[src/rtl/ps2_scan_seq.sv]
// ps2_scan_seq: turns PS/2 receiver bytes into key events held in a small show-ahead FIFO.
// Optional PS2_TYPEMATIC_FILTER_EN suppresses auto-repeated makes of the last key pressed.
module ps2_scan_seq #(
    parameter int TIMEOUT_CYC = 20000,
    parameter int FIFO_DEPTH  = 4
) (
    input  logic       CLK,
    input  logic       RST_N,
    input  logic       RX_VALID,
    input  logic [7:0] RX_DATA,
    input  logic       RX_ERR,
    output logic       RX_FLUSH,
    output logic       EV_VALID,
    input  logic       EV_READY,
    output logic [7:0] EV_CODE,
    output logic       EV_EXT,
    output logic       EV_BREAK,
    output logic [1:0] KB_STATUS,
    output logic [7:0] ERR_CNT,
    output logic [3:0] ARROW_STATE
);
    localparam int AW = $clog2(FIFO_DEPTH);
    localparam int CW = AW + 1;
    localparam int TW = $clog2(TIMEOUT_CYC + 1);

    typedef enum logic [2:0] {IDLE, GOT_E0, GOT_F0, GOT_E0F0, SKIP} state_t;

    state_t          state, state_nxt;
    logic [2:0]      skip, skip_nxt;
    logic [TW-1:0]   tmo;
    logic [9:0]      mem [FIFO_DEPTH];
    logic [AW-1:0]   rd_ptr, wr_ptr;
    logic [CW-1:0]   count;
    logic [7:0]      dec_code;
    logic [3:0]      arrow_mask, arrow_nxt;
    logic            good, bad, expire, dec_push, dec_ext, dec_brk, bat_ok, bat_fail, ovr;
    logic            want, push, pop, full, drop, err_inc;

    assign good   = RX_VALID && !RX_ERR;
    assign bad    = RX_VALID && RX_ERR;
    assign expire = state != IDLE && !RX_VALID && tmo == TW'(TIMEOUT_CYC - 1);

    always_comb begin
        state_nxt = state;
        skip_nxt  = skip;
        dec_push  = 1'b0;
        dec_ext   = 1'b0;
        dec_brk   = 1'b0;
        dec_code  = RX_DATA;
        bat_ok    = 1'b0;
        bat_fail  = 1'b0;
        ovr       = 1'b0;
        if (bad || expire)
            state_nxt = IDLE;
        else if (good)
            case (state)
                IDLE:
                    case (RX_DATA)
                        8'hAA: bat_ok = 1'b1;
                        8'hFC: bat_fail = 1'b1;
                        8'hE0: state_nxt = GOT_E0;
                        8'hF0: state_nxt = GOT_F0;
                        8'hE1: begin
                            state_nxt = SKIP;
                            skip_nxt  = 3'd7;
                        end
                        8'h00, 8'hFF: ovr = 1'b1;
                        default: dec_push = 1'b1;
                    endcase
                GOT_E0:
                    if (RX_DATA == 8'hF0)
                        state_nxt = GOT_E0F0;
                    else if (RX_DATA != 8'hE0) begin
                        dec_push  = 1'b1;
                        dec_ext   = 1'b1;
                        state_nxt = IDLE;
                    end
                GOT_F0: begin
                    dec_push  = 1'b1;
                    dec_brk   = 1'b1;
                    state_nxt = IDLE;
                end
                GOT_E0F0: begin
                    dec_push  = 1'b1;
                    dec_ext   = 1'b1;
                    dec_brk   = 1'b1;
                    state_nxt = IDLE;
                end
                SKIP:
                    if (skip == 3'd1) begin
                        dec_push  = 1'b1;
                        dec_code  = 8'hE1;
                        state_nxt = IDLE;
                    end else
                        skip_nxt = skip - 3'd1;
                default: state_nxt = IDLE;
            endcase
    end

    assign arrow_mask = {dec_code == 8'h75, dec_code == 8'h72, dec_code == 8'h6B, dec_code == 8'h74};
    assign arrow_nxt  = (bat_ok || bat_fail) ? 4'b0000 :
                        (dec_push && dec_ext) ? (dec_brk ? ARROW_STATE & ~arrow_mask : ARROW_STATE | arrow_mask) :
                        ARROW_STATE;

`ifdef PS2_TYPEMATIC_FILTER_EN
    logic [8:0] last;
    logic       last_v, is_key, rep;

    // Pause is synthesised from SKIP, not a real key, so it never enters the filter.
    assign is_key = dec_push && state != SKIP;
    assign rep    = is_key && !dec_brk && last_v && last == {dec_ext, dec_code};
    assign want   = dec_push && !rep;

    always_ff @(posedge CLK or negedge RST_N) begin
        if (!RST_N) begin
            last   <= '0;
            last_v <= 1'b0;
        end else if (bad || bat_ok || bat_fail)
            last_v <= 1'b0;
        else if (is_key && !dec_brk) begin
            last   <= {dec_ext, dec_code};
            last_v <= 1'b1;
        end else if (is_key && last == {dec_ext, dec_code})
            last_v <= 1'b0;
    end
`else
    assign want = dec_push;
`endif

    assign EV_VALID = count != '0;
    assign full     = count == CW'(FIFO_DEPTH);
    assign pop      = EV_VALID && EV_READY;
    assign push     = want && (!full || pop);
    assign drop     = want && full && !pop;
    assign err_inc  = bad || expire || ovr || drop;
    assign {EV_EXT, EV_BREAK, EV_CODE} = EV_VALID ? mem[rd_ptr] : 10'd0;

    always_ff @(posedge CLK)
        if (push)
            mem[wr_ptr] <= {dec_ext, dec_brk, dec_code};

    always_ff @(posedge CLK or negedge RST_N) begin
        if (!RST_N) begin
            state       <= IDLE;
            skip        <= '0;
            tmo         <= '0;
            rd_ptr      <= '0;
            wr_ptr      <= '0;
            count       <= '0;
            RX_FLUSH    <= 1'b0;
            KB_STATUS   <= 2'b00;
            ERR_CNT     <= 8'd0;
            ARROW_STATE <= 4'b0000;
        end else begin
            state       <= state_nxt;
            skip        <= skip_nxt;
            tmo         <= (RX_VALID || expire || state == IDLE) ? '0 : tmo + 1'b1;
            rd_ptr      <= pop ? rd_ptr + 1'b1 : rd_ptr;
            wr_ptr      <= push ? wr_ptr + 1'b1 : wr_ptr;
            count       <= count + CW'(push) - CW'(pop);
            RX_FLUSH    <= bad || expire;
            KB_STATUS   <= bat_ok ? 2'b01 : bat_fail ? 2'b10 : KB_STATUS;
            ERR_CNT     <= (err_inc && ERR_CNT != 8'hFF) ? ERR_CNT + 8'd1 : ERR_CNT;
            ARROW_STATE <= arrow_nxt;
        end
    end
endmodule

[config.mk]
export PLATFORM = sky130hd
export DESIGN_NAME = ps2_scan_seq
export DESIGN_NICKNAME = d
export VERILOG_FILES = /design/src/rtl/ps2_scan_seq.sv
export SDC_FILE = /design/constraint.sdc
export NUM_CORES = 1
export LEC_CHECK = 0
export ABC_AREA = 1
export BUFFER_PORTS_ARGS = -buffer_cell sky130_fd_sc_hd__buf_2
export CAP_MARGIN = 25
export CORE_ASPECT_RATIO = 2
export CORE_MARGIN = 2
export CORE_UTILIZATION = 30
export CTS_CLUSTER_DIAMETER = 60
export DETAILED_ROUTE_END_ITERATION = 8
export PLACE_DENSITY = 0.43
export SLEW_MARGIN = 15
export SYNTH_ARGS = -nofsm -noshare
export SYNTH_HDL_FRONTEND = slang
export SYNTH_SLANG_ARGS = --single-unit
[constraint.sdc]
create_clock -name CLK -period 3.1 [get_ports CLK]
set_input_delay 0.31 -clock CLK [delete_from_list [all_inputs] [get_ports CLK]]
set_output_delay 0.31 -clock CLK [all_outputs]
set_load 0.03 [all_outputs]
Word level (Yosys, flattened, before mapping)
Memories as Yosys holds them, arrays and structs flattened.
Cells that the tools add are included.
- add/subtract/negate cells: 7
- equality and inequality tests: 24
- multiplexer cells: 48
- bitwise gates (word level): 4
- reductions and logical operators: 34
- operator list (operator ; number):
    == test 8 bit (second input constant) ; 6
    == test 8 x 7 -> 1 bit (second input constant) ; 4
    two-way mux 8 bit ; 4
    two-way mux 1 bit ; 25
    two-way mux 3 bit ; 7
    one-hot mux 3 bit (3 select lines) ; 2
    inequality test 8 bit (second input constant) ; 2
    adder 15 x 1 -> 15 bit (second input constant) ; 1
    == test 15 bit (second input constant) ; 1
    two-way mux 15 bit ; 1
    two-way mux 4 bit ; 3
    logical AND 1 bit ; 10
    two-way mux 10 bit ; 1
    adder 8 x 1 -> 8 bit (second input constant) ; 1
    logical NOT 8 bit ; 1
    nonzero test 2 bit ; 4
    logical OR 1 bit ; 7
    OR reduction 7 bit ; 1
    == test 3 x 1 -> 1 bit (second input constant) ; 2
    == test 3 x 2 -> 1 bit (second input constant) ; 2
    == test 3 bit (second input constant) ; 2
    one-hot mux 3 bit (2 select lines) ; 1
    nonzero test 3 bit ; 2
    inequality test 5 x 2 -> 1 bit (second input constant) ; 1
    20 further kinds ; 26
- register bits after elaboration: 43
- bits in writable memories: 40
- input bits: 13
- output and inout port bits: 26
- word-level logic and storage cells: 128
- memories kept: 1
- memory list (name ; words ; width ; rd ports ; clocked after memory_dff ; wr ports ; line ; text):
    mem ; 4 ; 10 ; 1 ; 0 ; 1 ; 31 ; logic [9:0] mem [FIFO_DEPTH];

Longest topological paths before layout
Gate-level depths: netlist of the first run.
- word-level depth: 11
- mapped depth: 16
- gate-level depth less buffers: 16

Least setup slack after synthesis of the first run
No wires, ideal clock.
- path kind: reg-to-reg
- start: register state[1]
- end: register count[2]
- library setup time: 0.122 ns
- arrival time: 2.254 ns
- data required time: 2.978 ns
- setup slack: 0.724 ns
- stages on the path, launching flop included: 16
- buffers on the path: 0
- clock period less this slack: 2.376 ns
- cells stage by stage: dfrtp_1 -> inv_4 -> nand2_4 -> nor2_4 -> nand2_2 -> nor2_4 -> nand2_1 -> nand2_1 -> nand2_1 -> nor2_4 -> inv_2 -> ha_1 -> inv_1 -> ha_1 -> fa_1 -> xnor2_1
- cells in the longest elaborated chain, start to end: 8
- elaborated cells between the ends (all ways): 16
- those cells by class: add/sub: 2; eq/ne: 4; mux: 3; reduce/logical: 7
- RTL lines (what ; line ; text):
    start, declared ; 28 ; state_t state, state_nxt;
    start signal, assigned ; 155 ; state <= state_nxt;
    == test 3 x 2 -> 1 bit or nonzero test 3 bit (tied branches) ; 56, 41 ;
    OR reduction 2 bit (no line) or logical AND 1 bit (tied branches) ; n/a ;
    one-hot mux 1 bit (4 select lines) or logical AND 1 bit (tied branches) ; 56, 41 ;
    two-way mux 1 bit or logical OR 1 bit (tied branches) ; 55, 53 ;
    two-way mux 1 bit (*) ; 53 ; if (bad || expire)
    logical AND 1 bit (*) ; 133 ; assign push = want && (!full || pop);
    adder 3 x 1 -> 3 bit (*) ; 160 ; count <= count + CW'(push) - CW'(pop);
    subtractor 3 x 1 -> 3 bit (*) ; 160 ;
    end signal, assigned ; 160 ;
    end, declared ; 33 ; logic [CW-1:0] count;
Mark *: on every way between the ends. The rest lies on a longest branch, timed or not.
A chain may end at the register's enable or synchronous reset.

Worst setup path in the final report of the first run
- start: register state[2]
- end: register count[2]
The elaborated chain is that of the path after synthesis.

==> flow_metrics.py, run 1 <==
metrics = {
    "outcome": {
        "status": "finished, violations left",
        "violations": "negative hold slack",
    },
    "setup_path": {
        "r2r-end": "count[2]$_DFF_PN0_",
        "cp-end-kind": "flop",
        "crit_arrival_ps": 2770,
        "cp-start-kind": "flop",
        "crit_type": "flop to flop",
        "cp_max_fo": 7,
        "r2r-start": "state[2]$_DFFE_PN0P_",
        "cp.required_ps": 3320,
        "reg2reg_depth": 14,
        "r2r_slack_ps": 550,
    },
    "clock_network": {
        "cts_buffers": 9,
        "clk_path_buf_depth": 2,
        "cts_sinks": 83,
        "cts.hold.buffers_added": 0,
        "ctsResizeCount": 0,
        "cts_tree": "yes",
        "postCtsSetupRepairBufs": 0,
        "clk_latency_ps": 340,
        "cts_root_buffer": "clkbuf_16",
        "path_clk_slew_ps": 60,
        "h-tree-depth": 3,
    },
    "drt": {
        "vias": 3292,
        "wl_per_cell_microns": 14.4,
        "drc_errors": 0,
        "drt_first_pass_iters": 4,
        "drt-initial-drc-count": 108,
        "vias_per_cell": 4.58,
        "postRouteAntennaNets": 0,
        "wirelength_microns": 10300,
    },
    "sta": {
        "fmax_mhz": 392,
        "rsz0062_at_grt": "false",
        "slew_viol_final": 0,
        "finalSetupViolCount": 0,
        "setup_tns_ps": 0,
        "worst_slew_pin_slew_ps": 596,
        "hold_ws_ps": -34.0,
        "slew_headroom_pct": 60.0,
        "min_period_ps": 2550,
        "fin_crit_sh_pct": 82.2,
        "finClkSkew_ps": 12.3,
        "finalWorstSetupSlack_ps": 551,
        "hold_viol_final": 43,
    },
    "global_routing": {
        "grt_pass1_wl_microns": 16900,
        "grt_max_degree": 44,
        "overflow": 0,
        "grt_pass1_vias": 3410,
        "grt.total_usage_pct": 14.6,
        "antenna_found_initial": 0,
    },
    "layout": {
        "syn2layout_area_growth_pct": 17.5,
        "multi_input_area_sq_mm": 0.00174,
        "nFillCells": 1477,
        "drive_gt1_share_pct": 18.5,
        "num-nets-final": 548,
        "diodes": 0,
        "seqCellArea_sq_mm": 0.00228,
        "utilization_pct": 36.0,
    },
    "power_and_ir_drop": {
        "p_leak_nw": 2.22,
        "power_mw": 3.75,
        "p_per_area_mw_per_mm2": 749,
        "ir_drop_uv": 259,
    },
    "logic_synthesis": {
        "yosys_register_bits": 83,
        "syn-mean-instance-area_sq_um": 8.97,
        "synth_top_area_share_pct": 28.2,
        "synth_nets": 499,
        "async_reset_ff_share_pct": 51.8,
        "synth_area_leader_cell": "edfxtp_1",
        "ys.flop_type": "dfrtp_1",
        "yosysWarnings": 0,
        "yosysUniqueCellTypes": 39,
        "netlist_instances": 475,
        "synth_edf_count": 40,
        "syn_area_sq_mm": 0.00426,
        "synth_area_leaders": "edfxtp_1 (28%), dfrtp_1 (25%), nor2_1 (7.6%), nand2_1 (7.3%), inv_1 (4.3%)",
        "ys_seq_area_share_pct": 53.4,
    },
    "place": {
        "dpl_worst_slack_ps": 538,
        "gp_congestion": 0.791,
        "port_buffers": 38,
        "place_hpwl_microns": 7890,
    },
    "floorplanning": {
        "core_sq_mm": 0.0139,
        "die-area_sq_mm": 0.0152,
        "die_h_microns": 173,
        "rows": 61,
        "start_util_pct": 30.7,
        "io_pins": 39,
        "die_w_microns": 88.3,
    },
    "flow_run": {
        "max_cap_violations": 0,
    },
    "min_path": {
        "hold_class": "input port to asynchronous set/reset pin",
    },
}
registers in the layout, summed over array words and instances (netlist names):
name,flops
count,3
skip,3
KB_STATUS,2
RX_FLUSH,1
tmo,15
ARROW_STATE,4
mem,40
state,3
wr_ptr,2
rd_ptr,2
ERR_CNT,8
through the flow:
step                hold slack (ps)  cells  cell area (sq um)
floorplan                      14.4    475               4260
global placement                453    702               4710
detailed placement              451    702               4710
CTS                             186    718               5000
global route                   19.3    718               5010
finish                        -34.0    718               5010
layout by cell type (no fill, tap or decap), types with 2 or more instances in the layout:
cell	Yosys	routed
clkinv_1	2	3
buf_2	1	37
clkbuf_16	0	9
edfxtp_1	40	40
inv_2	7	7
clkinvlp_4	0	2
inv_1	49	49
nor2_4	5	5
nand3_1	25	25
ha_1	10	10
nand2_1	83	83
buf_4	0	7
xor2_1	7	7
nor3b_1	4	4
nand4_1	7	7
o21bai_1	2	2
a21oi_1	14	14
nand3_2	5	5
o21ai_0	30	30
nor2_1	86	86
xnor2_1	4	4
nand2_4	5	5
nor2_2	7	7
nand2_2	5	5
nor3_2	2	2
nor3_1	14	14
dfrtp_1	43	43
worst max path at each step:
| stage | startpoint | endpoint | slack (ps) |
|---|---|---|---|
| 5_1_grt | state[1]$_DFFE_PN0P_ | count[2]$_DFF_PN0_ | 330 |
| 4_1_cts | state[2]$_DFFE_PN0P_ | count[2]$_DFF_PN0_ | 530 |
| 3_3_place_gp | state[2]$_DFFE_PN0P_ | count[2]$_DFF_PN0_ | 550 |
| 2_1_floorplan | state[1]$_DFFE_PN0P_ | count[2]$_DFF_PN0_ | 720 |
| 3_5_place_dp | state[2]$_DFFE_PN0P_ | count[2]$_DFF_PN0_ | 540 |
| 6_report | state[2]$_DFFE_PN0P_ | count[2]$_DFF_PN0_ | 550 |
metal layers:
| layer | wire [microns] | vias up | track usage, % | part of all wire [%] |
|---|---|---|---|---|
| met4 | 227 | 0 | 6.31 | 2.2 |
| met3 | 303 | 12 | 2.58 | 2.9 |
| met2 | 6060 | 40 | 28.0 | 59 |
| met5 | 0 | - | 0 | 0 |
| li1 | - | 1649 | - | - |
| met1 | 3730 | 1591 | 14.4 | 36 |
final cells by class:
type / instances / share of cell area (%)
Clock buffer: 10 / 4.57
Clock inverter: 6 / 1.32
Inverter: 59 / 4.47
Multi-Input combinational cell: 327 / 34.7
Sequential cell: 83 / 45.5
Tap cell: 189 / 4.72
Timing Repair Buffer: 44 / 4.75
worst max-delay path: stages, from the launching register on:
cell     delay [ps]
dfrtp_1         540
nand3_2         150
inv_2           100
nand2_1          90
o21ai_0          90
a21oi_1          70
nand2_1         100
nand2_1          90
nor2_4          140
inv_2            70
ha_1            270
inv_1            30
ha_1            180
fa_1            380
xnor2_1         140
logic make-up after synthesis:
group	share of synthesized area [%]
and+or+nand+nor	28.1
DFF	53.4
adders and majority gates	3.41
AOI/OAI and AO/OA	7.02
buffers and inverters	5.81
xor gates and xnor gates	2.26
cell usage after synthesis, drive strengths merged, types with 7 or more instances:
master and count:
inv 57, dfrtp 43, xor2 7, nand2 93, ha 10, o21ai 31
nand3 30, nor3 17, nor2 98, edfxtp 40, nand4 7, a21oi 14
power by group:
part           switching [mW]  leakage (nW)  total, mW  internal [mW]
Clock                   0.444         0.137       1.07          0.626
Combinational           0.905          1.15       1.29          0.384
Sequential             0.0824         0.934       1.39           1.31
Total                    1.43          2.22       3.75           2.32
Note: power is estimated with default switching activity, not from simulation.
==> inputs of run 2 (changes only) <==
PLACE_DENSITY = 0.45   (was 0.43)
clock period = 2.25 ns   (was 3.1 ns; I/O delays follow)
==> run 2 against run 1 <==
  * The run now ends clean
  * Clock power rose by 45%
  * Clock skew fell by 2.9 ps
  * Sequential power rose by 40%
  * Sequential share of layout area fell by 3.2 points
  * First-iteration DRC count rose by 10%
  * Largest cell class unchanged
  * Largest power group is now combinational logic
  * Hold slack improved by 300 ps
  * Combinational power rose by 53%
  * Utilization rose by 2.7 points
  * Power rose by 46%
  * Wire length rose by 0.35%
  * Critical path type unchanged
  * Non-clock buffer count rose by 38
==> flow_metrics.py, run 2 (synthesis results as in run 1) <==
metrics = {
    "outcome": {
        "status": "complete, no violations",
    },
    "power_and_ir_drop": {
        "seq_power_share_pct": 35.5,
        "p_int_mw": 3.45,
        "ir_drop_uv": 411,
        "p_leak_nw": 2.41,
        "switchingPower_mw": 2.02,
        "combPwrFrac_pct": 36.1,
        "swShare_pct": 37.0,
        "power_mw": 5.47,
        "p_per_area_mw_per_mm2": 1020,
        "clkPwrFrac_pct": 28.4,
    },
    "clock_network": {
        "cts_tree": "yes",
        "clk_path_buf_depth": 2,
        "cts_sinks": 83,
        "cts_root_buffer": "clkbuf_16",
        "clk_latency_ps": 340,
        "cts_buffers": 9,
        "path_clk_slew_ps": 60,
        "h-tree-depth": 3,
    },
    "layout": {
        "diodes": 0,
        "final_area_sq_mm": 0.00538,
        "final_common_cell": "nor2_1",
        "regMostFlops": "mem",
        "largest_reg_flops": 40,
        "drive_gt1_share_pct": 26.6,
        "seqCellArea_sq_mm": 0.00228,
        "num-nets-final": 586,
        "final_cells": 756,
        "syn2layout_area_growth_pct": 26.3,
        "top_regs": "mem x40, tmo x15, ERR_CNT x8",
        "nFillCells": 1445,
        "multi_input_area_sq_mm": 0.00180,
        "final_cell_mix": "nor2_1 (86), nand2_1 (78), inv_1 (45)",
    },
    "place": {
        "dp_cells": 734,
        "gp_congestion": 0.780,
        "placed_area_sq_mm": 0.00498,
        "place_hpwl_microns": 7900,
        "port_buffers": 38,
    },
    "drt": {
        "drc_errors": 0,
        "vias_per_cell": 4.49,
        "wl_per_cell_microns": 13.7,
        "drt_first_pass_iters": 4,
        "wirelength_microns": 10400,
        "drt-initial-drc-count": 119,
        "postRouteAntennaNets": 0,
        "vias": 3398,
    },
    "global_routing": {
        "antenna_found_initial": 0,
        "grt_pass1_vias": 3469,
        "overflow": 0,
        "grt.total_usage_pct": 14.4,
        "grt_max_degree": 31,
        "grt_pass1_wl_microns": 16700,
    },
    "setup_path": {
        "critPathMostFrequentCell": "nand2_2",
        "cpPeakStageDelay_ps": 410,
        "cp.required_ps": 2470,
        "r2r-start": "state[1]$_DFFE_PN0P_",
        "crit_path_end": "count[2]$_DFF_PN0_",
        "r2r_slack_ps": 50,
        "crit_chain": "inv_4 -> nand2_4 -> nor2_4 -> nand2_2 -> nor2_4 -> nand2_2 -> nand2_2 -> nand2_2 -> nor2_4 -> inv_2 -> ha_4 -> inv_2 -> ha_4 -> fa_2 -> xnor2_2",
        "cp_max_fo": 3,
        "cp-end-kind": "flop",
        "r2r-end": "count[2]$_DFF_PN0_",
        "crit_type": "flop to flop",
        "crit_arrival_ps": 2430,
        "cp_slowest_cell": "dfrtp_1",
        "reg2reg_depth": 15,
        "crit_start": "state[1]$_DFFE_PN0P_",
        "cp-start-kind": "flop",
    },
    "floorplanning": {
        "die_w_microns": 88.3,
        "start_util_pct": 30.7,
        "die-area_sq_mm": 0.0152,
        "rows": 61,
        "die_h_microns": 173,
        "core_sq_mm": 0.0139,
        "io_pins": 39,
    },
    "sta": {
        "slew_viol_final": 0,
        "worst_slew_pin_slew_ps": 673,
        "min_period_ps": 2200,
        "hold_viol_final": 0,
        "finClkSkew_ps": 9.38,
        "rsz0062_at_grt": "true",
        "fin_crit_sh_pct": 98.0,
        "finalSetupViolCount": 0,
        "slew_headroom_pct": 54.8,
        "fmax_mhz": 454,
    },
    "min_path": {
        "hold_class": "input port to flop",
    },
    "flow_run": {
        "max_cap_violations": 0,
    },
}
run 2: cell types whose count changed in the layout (fill, tap and decap cells not counted), moves of 3 or more:
cell,change
inv_2,+4
nand2_2,+5
ha_1,-3
ha_4,+3
buf_4,+36
nand2_1,-5
inv_1,-4
run 2: worst max-delay path: cells and delay by family (launching register included):
family	cells	cell delay, ps
DFF	1	410
and+or+nand+nor	8	600
xor gates and xnor gates	1	140
adders and majority gates	3	750
buffers and inverters	3	180
run 2: cell type report:
class / count / area share, %
Clock inverter: 7 / 1.70
Clock buffer: 9 / 4.19
Inverter: 59 / 4.16
Sequential cell: 83 / 42.3
Tap cell: 189 / 4.39
Timing Repair Buffer: 82 / 9.72
Multi-Input combinational cell: 327 / 33.5
run 2: how the worst min path moves through the flow:
stage	cells after the start	slack [ps]	start	endpoint
after detailed placement	1	170	RST_N	ERR_CNT[4]$_DFFE_PN0P_
after CTS	2	260	RX_DATA[5]	mem[0][5]$_DFFE_PP_
final	4	260	EV_READY	rd_ptr[0]$_DFFE_PN0P_
after global routing	2	260	RX_DATA[5]	mem[2][5]$_DFFE_PP_
after floorplan	0	-70	RST_N	ARROW_STATE[0]$_DFFE_PN0P_
after global placement	1	160	RST_N	ERR_CNT[5]$_DFFE_PN0P_
run 2: power groups by stage:
stage	registers [mW]	logic [mW]	clock network (mW)
floorplan	2.02	1.22	0
global placement	1.96	1.90	0
detailed placement	1.97	1.93	0
CTS	1.94	1.95	1.60
global route	1.97	2.20	1.67
finish	1.94	1.98	1.55
run 2: layer usage:
layer	wire length (microns)	vias to the layer above	GRT usage (%)
met5	0	-	0
met1	3920	1621	14.2
met2	5950	48	27.8
met4	172	0	5.56
li1	-	1720	-
met3	305	9	2.91
run 2: timing repair:
item                       CTS  global route
cloned                       0             0
gates resized for setup      4             8
setup endpoints to repair    2             2
setup buffers                1             4
hold endpoints to repair    13             0
hold buffers                 1             0
pin swaps                    1             6
run 2: per-stage QoR:
stage | setup WS [ps] | utilization, % | TNS (ps) | hold slack [ps]
floorplan | -72.1 | - | -134 | -70.6
global placement | -15.5 | 35.9 | -19.3 | 158
detailed placement | -33.0 | 35.9 | -58.3 | 167
CTS | 3.35 | 38.3 | 0 | 258
global route | -67.6 | 38.7 | -106 | 260
finish | 45.5 | 38.7 | 0 | 264
